===== config.mk =====
export PLATFORM = sky130hd
export DESIGN_NAME = cross_bar_order_fifo
export DESIGN_NICKNAME = d
export VERILOG_FILES = /design/src/rtl/cross_bar_order_fifo.sv
export SDC_FILE = /design/constraint.sdc
export NUM_CORES = 1
export LEC_CHECK = 0
export CELL_PAD_IN_SITES_DETAIL_PLACEMENT = 1
export CELL_PAD_IN_SITES_GLOBAL_PLACEMENT = 1
export CORE_MARGIN = 2
export CORE_UTILIZATION = 45
export CTS_BUF_LIST = sky130_fd_sc_hd__clkbuf_16
export DETAILED_ROUTE_END_ITERATION = 8
export PLACE_DENSITY = 0.92
export SKIP_CTS_REPAIR_TIMING = 1
export SYNTH_ARGS = -nofsm -noshare
export SYNTH_HDL_FRONTEND = slang
export SYNTH_SLANG_ARGS = --single-unit

===== constraint.sdc =====
create_clock -name clk -period 3.6 [get_ports clk]
set_input_delay 0.54 -clock clk [delete_from_list [all_inputs] [get_ports clk]]
set_output_delay 0.54 -clock clk [all_outputs]
set_load 0.05 [all_outputs]

===== src/rtl/cross_bar_order_fifo.sv =====
// Per-slave ordering FIFO: holds the granted master index of each outstanding slave transaction, in grant order.
// Define CROSS_BAR_ORDER_FIFO_ERR_EN to add sticky ovf/udf error outputs.
module cross_bar_order_fifo #(
  parameter int ID_W     = 2,
  parameter int DEPTH    = 4,
  parameter int AF_LEVEL = DEPTH - 1,
  parameter int CNT_W    = $clog2(DEPTH + 1)
) (
  input  logic             clk,
  input  logic             areset,
  input  logic             flush,
  input  logic             wr,
  input  logic [ID_W-1:0]  wdata,
  input  logic             rd,
  output logic [ID_W-1:0]  rdata,
  output logic             empty,
  output logic             full,
  output logic             almost_full,
  output logic [CNT_W-1:0] count
`ifdef CROSS_BAR_ORDER_FIFO_ERR_EN
  ,
  output logic             ovf,
  output logic             udf
`endif
);

  localparam int PTR_W = (DEPTH > 1) ? $clog2(DEPTH) : 1;
  localparam logic [PTR_W-1:0] LAST_PT = PTR_W'(DEPTH - 1);
  localparam logic [CNT_W-1:0] FULL_CNT = CNT_W'(DEPTH);
  localparam logic [CNT_W-1:0] AF_CNT = CNT_W'(AF_LEVEL);

  logic [ID_W-1:0]  mem [DEPTH];
  logic [PTR_W-1:0] rd_pt;
  logic [PTR_W-1:0] wr_pt;
  logic             push_ok;
  logic             pop_ok;

  // Status comes only from the count, so a full FIFO can never alias to empty.
  assign empty       = (count == '0);
  assign full        = (count == FULL_CNT);
  assign almost_full = (count >= AF_CNT);
  assign push_ok     = wr && !full && !flush;
  assign pop_ok      = rd && !empty && !flush;
  assign rdata       = mem[rd_pt];

  always_ff @(posedge clk or posedge areset) begin
    if (areset) begin
      for (int i = 0; i < DEPTH; i++) begin
        mem[i] <= '0;
      end
    end else if (push_ok) begin
      mem[wr_pt] <= wdata;
    end
  end

  // Pointers wrap explicitly because DEPTH need not be a power of two.
  always_ff @(posedge clk or posedge areset) begin
    if (areset) begin
      wr_pt <= '0;
      rd_pt <= '0;
    end else if (flush) begin
      wr_pt <= '0;
      rd_pt <= '0;
    end else begin
      if (push_ok) begin
        wr_pt <= (wr_pt == LAST_PT) ? '0 : wr_pt + 1'b1;
      end
      if (pop_ok) begin
        rd_pt <= (rd_pt == LAST_PT) ? '0 : rd_pt + 1'b1;
      end
    end
  end

  always_ff @(posedge clk or posedge areset) begin
    if (areset) begin
      count <= '0;
    end else if (flush) begin
      count <= '0;
    end else begin
      case ({push_ok, pop_ok})
        2'b10:   count <= count + 1'b1;
        2'b01:   count <= count - 1'b1;
        default: count <= count;
      endcase
    end
  end

`ifdef CROSS_BAR_ORDER_FIFO_ERR_EN
  always_ff @(posedge clk or posedge areset) begin
    if (areset) begin
      ovf <= 1'b0;
      udf <= 1'b0;
    end else if (flush) begin
      ovf <= 1'b0;
      udf <= 1'b0;
    end else begin
      if (wr && full) begin
        ovf <= 1'b1;
      end
      if (rd && empty) begin
        udf <= 1'b1;
      end
    end
  end
`endif

endmodule


[Yosys cells after proc, flatten, opt, wreduce, memory -nomap -nowiden]
Cells that the tools add are included.
Word-level totals
  output and inout bits: 8
  input bits: 7
  bits in registers: 15
Cells by class
  bitwise gates (word level): 2
  muxes and demuxes: 14
  eq/ne operators: 5
  reductions and logical operators: 12
  $lt $le $gt $ge: 4
  add/subtract/negate cells: 4
Operators by type and width (count)
  $mux W2: 9
  $bwmux W8: 1
  $eq A2 B2 Y1 const B: 3
  $ge A3 B3 Y1 const B: 2
  $not A2 Y3: 2
  $pmux W3 S2: 1
  $logic_and A1 B1 Y1: 5
  $add A2 B1 Y2 const B: 2
  $bmux W2 S2: 1
  $demux W2 S2: 1
  $reduce_bool A2 Y1: 2
  $add A3 B1 Y3 const B: 1
  $eq A3 B3 Y1 const B: 1
  $ge A3 B2 Y1 const B: 1
  $logic_not A1 Y1: 3
  $logic_not A3 Y1: 1
  $lt A3 B1 Y1 const B: 1
  $mux W3: 1
  $reduce_bool A3 Y1: 1
  $sub A3 B1 Y3 const B: 1
  $eq A2 B1 Y1 const B: 1

[Depth between registers and ports, before layout]
Gate-level depths: netlist of the first run.
  depth in word-level cells: 7
  gate-level depth with buffers: 8
  gate-level depth less buffers: 6

[Worst setup path after synthesis of the first run]
No wires, ideal clock.
  path kind: register -> register
  from: register count[1]
  to: register count[2]
  arrival: 2405 ps
  path slack: 1113 ps
  library setup time: 82 ps
  buffers on the path: 1
  cell stages (with the launch flop): 8
  data required time: 3518 ps
  path through: dfrtp_1 -> buf_2 -> o31ai_1 -> a211oi_1 -> fa_1 -> nand2b_1 -> or4_1 -> a31oi_1
On the way
  longest elaborated chain between the ends: 7
  elaborated cells between the ends (all ways): 15
  those cells by class: add/sub: 2; eq/ne: 3; mux: 2; reduce/logical: 8
RTL lines
  start: declaration: RTL line 19  | output logic [CNT_W-1:0] count
  start signal: assignment: RTL line 81  | 2'b10: count <= count + 1'b1;
  start signal: assignment: RTL line 82  | 2'b01: count <= count - 1'b1;
  start signal: assignment: RTL line 83  | default: count <= count;
  $eq A3 B3 Y1 or $logic_not A3 Y1 (tied branches): RTL line 40, 39
  $logic_not A1 Y1 (on tied branches): RTL line 42, 43
  $logic_and A1 B1 Y1 (on tied branches) (2 in series): RTL line 42, 43
  $eq A2 B1 Y1 or $eq A2 B2 Y1 (tied branches): RTL line 80  | case ({push_ok, pop_ok})
  $pmux W3 S2: RTL line 80
  $mux W3: RTL line 77  | end else if (flush) begin
Parallel ways exist; a longest one is shown, timed or not.
A chain may end at the register's enable or synchronous reset.

[Worst setup path in the final report of the first run]
  from: register count[0]
  to: output full
On the way
  longest elaborated chain between the ends: 1
RTL lines
  $eq A3 B3 Y1: RTL line 40  | assign full = (count == FULL_CNT);
  end: declaration: RTL line 17  | output logic full,
No other way between the ends.

==> summary.md, run 1 <==
| Metric | Value |
|---|---|
| Status | complete, no violations |
| Via density | 5.68 |
| Overall Global Routing Usage | 0.211 |
| P_leak | 0.000561 uW |
| Post-synthesis instance total | 85 |
| Worst setup EP type | primary output |
| Top post-synthesis cells by area | dfrtp_1, nand4b_4, ha_1 |
| CP Cell Sequence | or3b_1, inv_2, clkdlybuf4s50_1 |
| Initial antenna violation count | 0 |
| Total Neg Setup Slack | 0 ps |
| Core Footprint | 2150 um^2 |
| DR pass1 iterations | 5 |
| Ports | 15 |
| Synthesized area | 996 um^2 |
| Die area | 2610 um^2 |
| Total of max-cap violations | 0 |
| FF+latch area | 375 um^2 |
| Layout net count | 111 |
| Ys async rst share | 1.00 |
| Vias | 710 |
| PnR worst setup slack | 696 ps |
| Initial DRC count | 7 |
| Clock-pin slew on the worst setup and hold paths | 50 ps |
| RSZ-0062 raised after global routing | false |
| Hold WC Path Type | flip-flop to flip-flop |
| Num rows | 17 |
| #FFs+latches synth | 15 |
| Total grt overflow | 0 |
| CTS tree | built |
| Initial Util | 0.464 |
| Routed WL per cell | 19.1 um |
| Worst Skew | 2.90 ps |
| Dominant cell by count in the synthesized netlist | dfrtp_1 |
| Synth-to-Final Area Change | 21.2% |
| Final setup vio count | 0 |
| VDD IR max | 0.332 mV |
| TritonCTS Sinks | 15 |
| Largest net degree at the start of global routing | 17 |
| Hpwl dp | 1650 um |
| Final period util | 0.807 |
| Critical Path RT | 3060 ps |
| DRC | 0 |
| Dominant delay contributor by cell family on the critical path | buffers and inverters |
| CTS buffer count | 3 |
| Tmin final | 2900 ps |
| Hold slack | 503 ps |
| Layout fillers | 236 |
| Critical path depth | 3 |
| Part of the Yosys area used for sequential elements | 0.377 |
| ANT cells | 0 |
| Worst Reg-to-Reg Cells | 6 |
| Worst EP arrival | 2360 ps |
| Gpl congestion | 0.700 |
| Post-synth top area share | 0.377 |
| Startpoint Class | flip-flop |
| Crit path buf inv count | 2 |
| Dominant synthesized flop cell | dfrtp_1 |
| Slew Limit Fails | 0 |
| Final ANT Viol Nets | 0 |
| Power per cell area | 525 nW/um^2 |
| Fmax | 344 MHz |
| Number of global-route vias before repair | 773 |
| Syn Area/Cell | 11.7 um^2 |
| Critical path type | flip-flop to primary output |
| Synthesized Nets | 98 |
| Clock Latency Late Sink | 250 ps |
| Port Buffers | 14 |
| Multi-input gate area | 543 um^2 |
| Clock root buffer master | clkbuf_16 |
| Leading area contributor after synthesis | dfrtp_1 |
| Number of flops mapped to enable cells by yosys | 0 |
| Crit path max fanout | 12 |
| Yosys warns | 0 |
| Slew headroom | 0.510 |
| Worst-margin pin slew | 729 ps |
| CP peak stage delay | 810 ps |
| Die Ht | 51.0 um |
| First-pass GRT wire length | 3890 um |
| Crit-path slowest cell | clkdlybuf4s50_1 |
| Most common library cells after synthesis | dfrtp_1, inv_1, ha_1 |
| Routed wire length | 2390 um |
| DP Worst Slack | 809 ps |
| Die width | 51.0 um |
| Clk buf depth | 2 |
| Yosys cell types | 36 |
| Final Hold Fails | 0 |
| WHS Path Cells | 1 |
| H-tree depth | 1 |
| Share of cells above drive strength 1 | 0.186 |
-- cell type report --
cell class,instances,area share
Clock buffer,3,0.0622
Timing Repair Buffer,15,0.122
Inverter,7,0.0218
Tap cell,28,0.0290
Multi-Input combinational cell,56,0.450
Clock inverter,1,0.00415
Sequential cell,15,0.311
-- worst paths after layout --
check	startpoint	endpoint	slack (ps)
worst max-delay path	count[0]	full	700
worst min-delay path	mem[3]	mem[3]	500
worst max register to register	count[0]	count[2]	910
worst min register to register	mem[3]	mem[3]	500
max in group asynchronous	areset	mem[3]	2540
min in group asynchronous	areset	rd_pt[0]	660
-- sequential cells by signal, summed over array words and instances, names as in the netlist --
| name | flops |
|---|---|
| mem | 8 |
| wr_pt | 2 |
| count | 3 |
| rd_pt | 2 |
-- power by group --
| group | leakage (uW) | switching (uW) | total [uW] | internal [uW] |
|---|---|---|---|---|
| sequential | 0.000195 | 28.7 | 228 | 199 |
| clock | 0.0000409 | 76.4 | 225 | 149 |
| combinational | 0.000324 | 99.7 | 181 | 80.9 |
| total | 0.000561 | 205 | 634 | 429 |
-- cell families after synthesis --
kind of cell    Yosys count  share of synthesized area
mux                      12                      0.172
simple gates             21                      0.173
flops                    15                      0.377
compound gates           16                      0.108
buf+inv                  14                     0.0779
fa+ha+maj                 6                     0.0829
xor+xnor                  1                    0.00880
-- metrics by stage --
| stage | power [uW] | area (um^2) | instances | util |
|---|---|---|---|---|
| 2_1_floorplan | 357 | 996 | 85 | - |
| 6_report | 634 | 1210 | 125 | 0.562 |
| 3_5_place_dp | 410 | 1130 | 121 | 0.525 |
| 5_1_grt | 657 | 1210 | 125 | 0.562 |
| 4_1_cts | 638 | 1210 | 125 | 0.562 |
| 3_3_place_gp | 397 | 1130 | 121 | 0.525 |
-- layout by cell type, fill, tap and decap left out, types with 3 or more instances in the layout --
master           count
clkdlybuf4s50_1     14
nand2_1              3
nand4b_4             3
mux2_1               4
dfrtp_1             15
nor2_1               4
clkbuf_16            3
a21oi_1              4
ha_1                 5
mux2_4               4
nand3_1              4
inv_1                6
-- routing by layer --
| layer | GRT usage | up-vias | share of wire |
|---|---|---|---|
| met2 | 0.385 | 13 | 0.55 |
| met1 | 0.238 | 366 | 0.41 |
| met5 | 0 | - | 0 |
| li1 | - | 329 | - |
| met3 | 0.0585 | 2 | 0.033 |
| met4 | 0.0586 | 0 | 0.0050 |
(Power assumes the default switching activity.)
==> run 2: changes to the inputs <==
- CORE_UTILIZATION: 45 -> 42
- PLACE_DENSITY: 0.92 -> 0.87
- clock period: 3.6 -> 2.95 ns (I/O delays scaled with it)
==> run 2 against run 1 <==
Compared with the run above: final cell count up 3.2%; via count down 0.42%; worst setup slack worse by 310 ps; clock power up 14%; largest cell class unchanged.
==> summary.md, run 2 (synthesis results as in run 1) <==
| Metric | Value |
|---|---|
| Status | complete, no violations |
| CP peak stage delay | 800 ps (about the same) |
| Critical path type | flip-flop to primary output |
| Total grt overflow | 0 (unchanged) |
| Tmin final | 2560 ps |
| Number of flip-flops in the largest register | 8 (unchanged) |
| TritonCTS Sinks | 15 (unchanged) |
| Slew headroom | 0.615 (+0.105) |
| H-tree depth | 1 (unchanged) |
| Clock Latency Late Sink | 240 ps (about the same) |
| Largest register by flop count | mem |
| Initial DRC count | 6 (-1) |
| RSZ-0062 raised after global routing | false |
| Overall Global Routing Usage | 0.204 (-0.00713) |
| Worst-margin pin slew | 577 ps (-153 ps) |
| Vias | 707 (-0.42%) |
| Layout net count | 115 (+3.6%) |
| Slew Limit Fails | 0 (unchanged) |
| Final setup vio count | 0 (unchanged) |
| Die width | 52.7 um (+3.2%) |
| Critical Path RT | 2510 ps (-550 ps) |
| Final Total Pwr | 758 uW (+20%) |
| Clock root buffer master | clkbuf_16 |
| DR pass1 iterations | 2 (-3) |
| Port Buffers | 14 (unchanged) |
| CTS buffer count | 3 (unchanged) |
| ANT cells | 0 (unchanged) |
| Core Footprint | 2230 um^2 (+4.0%) |
| Commonest non-fill, non-tap cell in the layout | dfrtp_1 |
| Worst Skew | 1.74 ps (-1.15 ps) |
| Largest registers | mem: 8 flops, count: 3 flops |
| Initial antenna violation count | 0 (unchanged) |
| Total of max-cap violations | 0 (unchanged) |
| P_leak | 0.000582 uW (+3.7%) |
| CP Cell Sequence | or3b_1, inv_2, clkdlybuf4s50_1 |
| CTS tree | built |
| Die area | 2780 um^2 (+6.6%) |
| Crit-path slowest cell | clkdlybuf4s50_1 |
| Die Ht | 52.7 um (+3.2%) |
| Clock-pin slew on the worst setup and hold paths | 50 ps (about the same) |
| Final period util | 0.868 |
| DRC | 0 (unchanged) |
| Power per cell area | 613 nW/um^2 (+17%) |
| Startpoint Class | flip-flop |
| Final ANT Viol Nets | 0 (unchanged) |
| Final Hold Fails | 0 (unchanged) |
| Num rows | 17 (unchanged) |
| VDD IR max | 0.419 mV (+26%) |
| Worst setup EP type | primary output |
| Total Neg Setup Slack | 0 ps (unchanged) |
| Via density | 5.48 (-3.5%) |
| Hpwl dp | 1660 um (+0.64%) |
| Ports | 15 (unchanged) |
| First-pass GRT wire length | 4000 um (+2.7%) |
| Number of global-route vias before repair | 809 (+4.7%) |
| Commonest cells after routing, fill and taps aside | dfrtp_1, clkdlybuf4s50_1, inv_1 |
| Initial Util | 0.446 (-0.0177) |
| Routed WL per cell | 17.2 um (-10%) |
| Fmax | 390 MHz |
| Hold WC Path Type | flip-flop to flip-flop |
| Synth-to-Final Area Change | 24.1% |
| Worst EP arrival | 2120 ps (-240 ps) |
| Largest net degree at the start of global routing | 16 (-1) |
| Routed wire length | 2220 um (-7.3%) |
| Clk buf depth | 2 (unchanged) |
| Crit path max fanout | 9 (-3) |
| Share of cells above drive strength 1 | 0.208 (+0.0224) |
| Hold slack | 497 ps (-5.11 ps) |
| Gpl congestion | 0.702 (+0.26%) |
## run 2: cell count changes in the layout (fill, tap and decap cells not counted), sizes merged
| cell | delta |
|---|---|
| buf | +4 |
| clkinv | -1 |
| inv | +1 |
## run 2: layout make-up
class,instances,area (um^2)
clock inverters,1,3.75
fillers,247,997
repair buffers,19,178
flip-flops and latches,15,375
clock buffers,3,75.1
inverters,7,26.3
well taps,28,35.0
multi-input cells,56,543
## run 2: worst max-delay path, delay by kind of cell (launching register included)
| family | cells | cell delay, ps |
|---|---|---|
| and+or+nand+nor | 1 | 450 |
| DFF | 1 | 530 |
| buffers and inverters | 2 | 890 |
## run 2: final timing paths
check / from / end / slack [ps] / depth (start not counted)
setup / recovery: count[2] / full / 390 / 3
setup reg to reg: count[2] / count[2] / 570 / 6
max in group asynchronous: areset / mem[0] / 2010 / 2
hold reg to reg: mem[4] / mem[4] / 500 / 1
hold / removal: mem[4] / mem[4] / 500 / 1
min in group asynchronous: areset / count[2] / 560 / 2
## run 2: where the power goes
part / switching [uW] / internal, uW
combinational: 126 / 103
clock: 76.7 / 179
sequential: 29.8 / 244
total: 232 / 526
## run 2: per-stage QoR
stage,std cells,utilization,cell area [um^2],setup slack (ps)
3_5_place_dp,125,0.518,1160,331
6_report,129,0.554,1240,388
5_1_grt,129,0.554,1240,329
2_1_floorplan,85,-,996,463
3_3_place_gp,125,0.518,1160,449
4_1_cts,129,0.554,1240,379
## run 2: routing by layer
metal	wire length (um)	track usage	vias up
li1	-	-	335
met5	0	0	-
met3	63	0.0629	4
met2	1160	0.346	11
met4	27	0.0513	0
met1	966	0.250	357
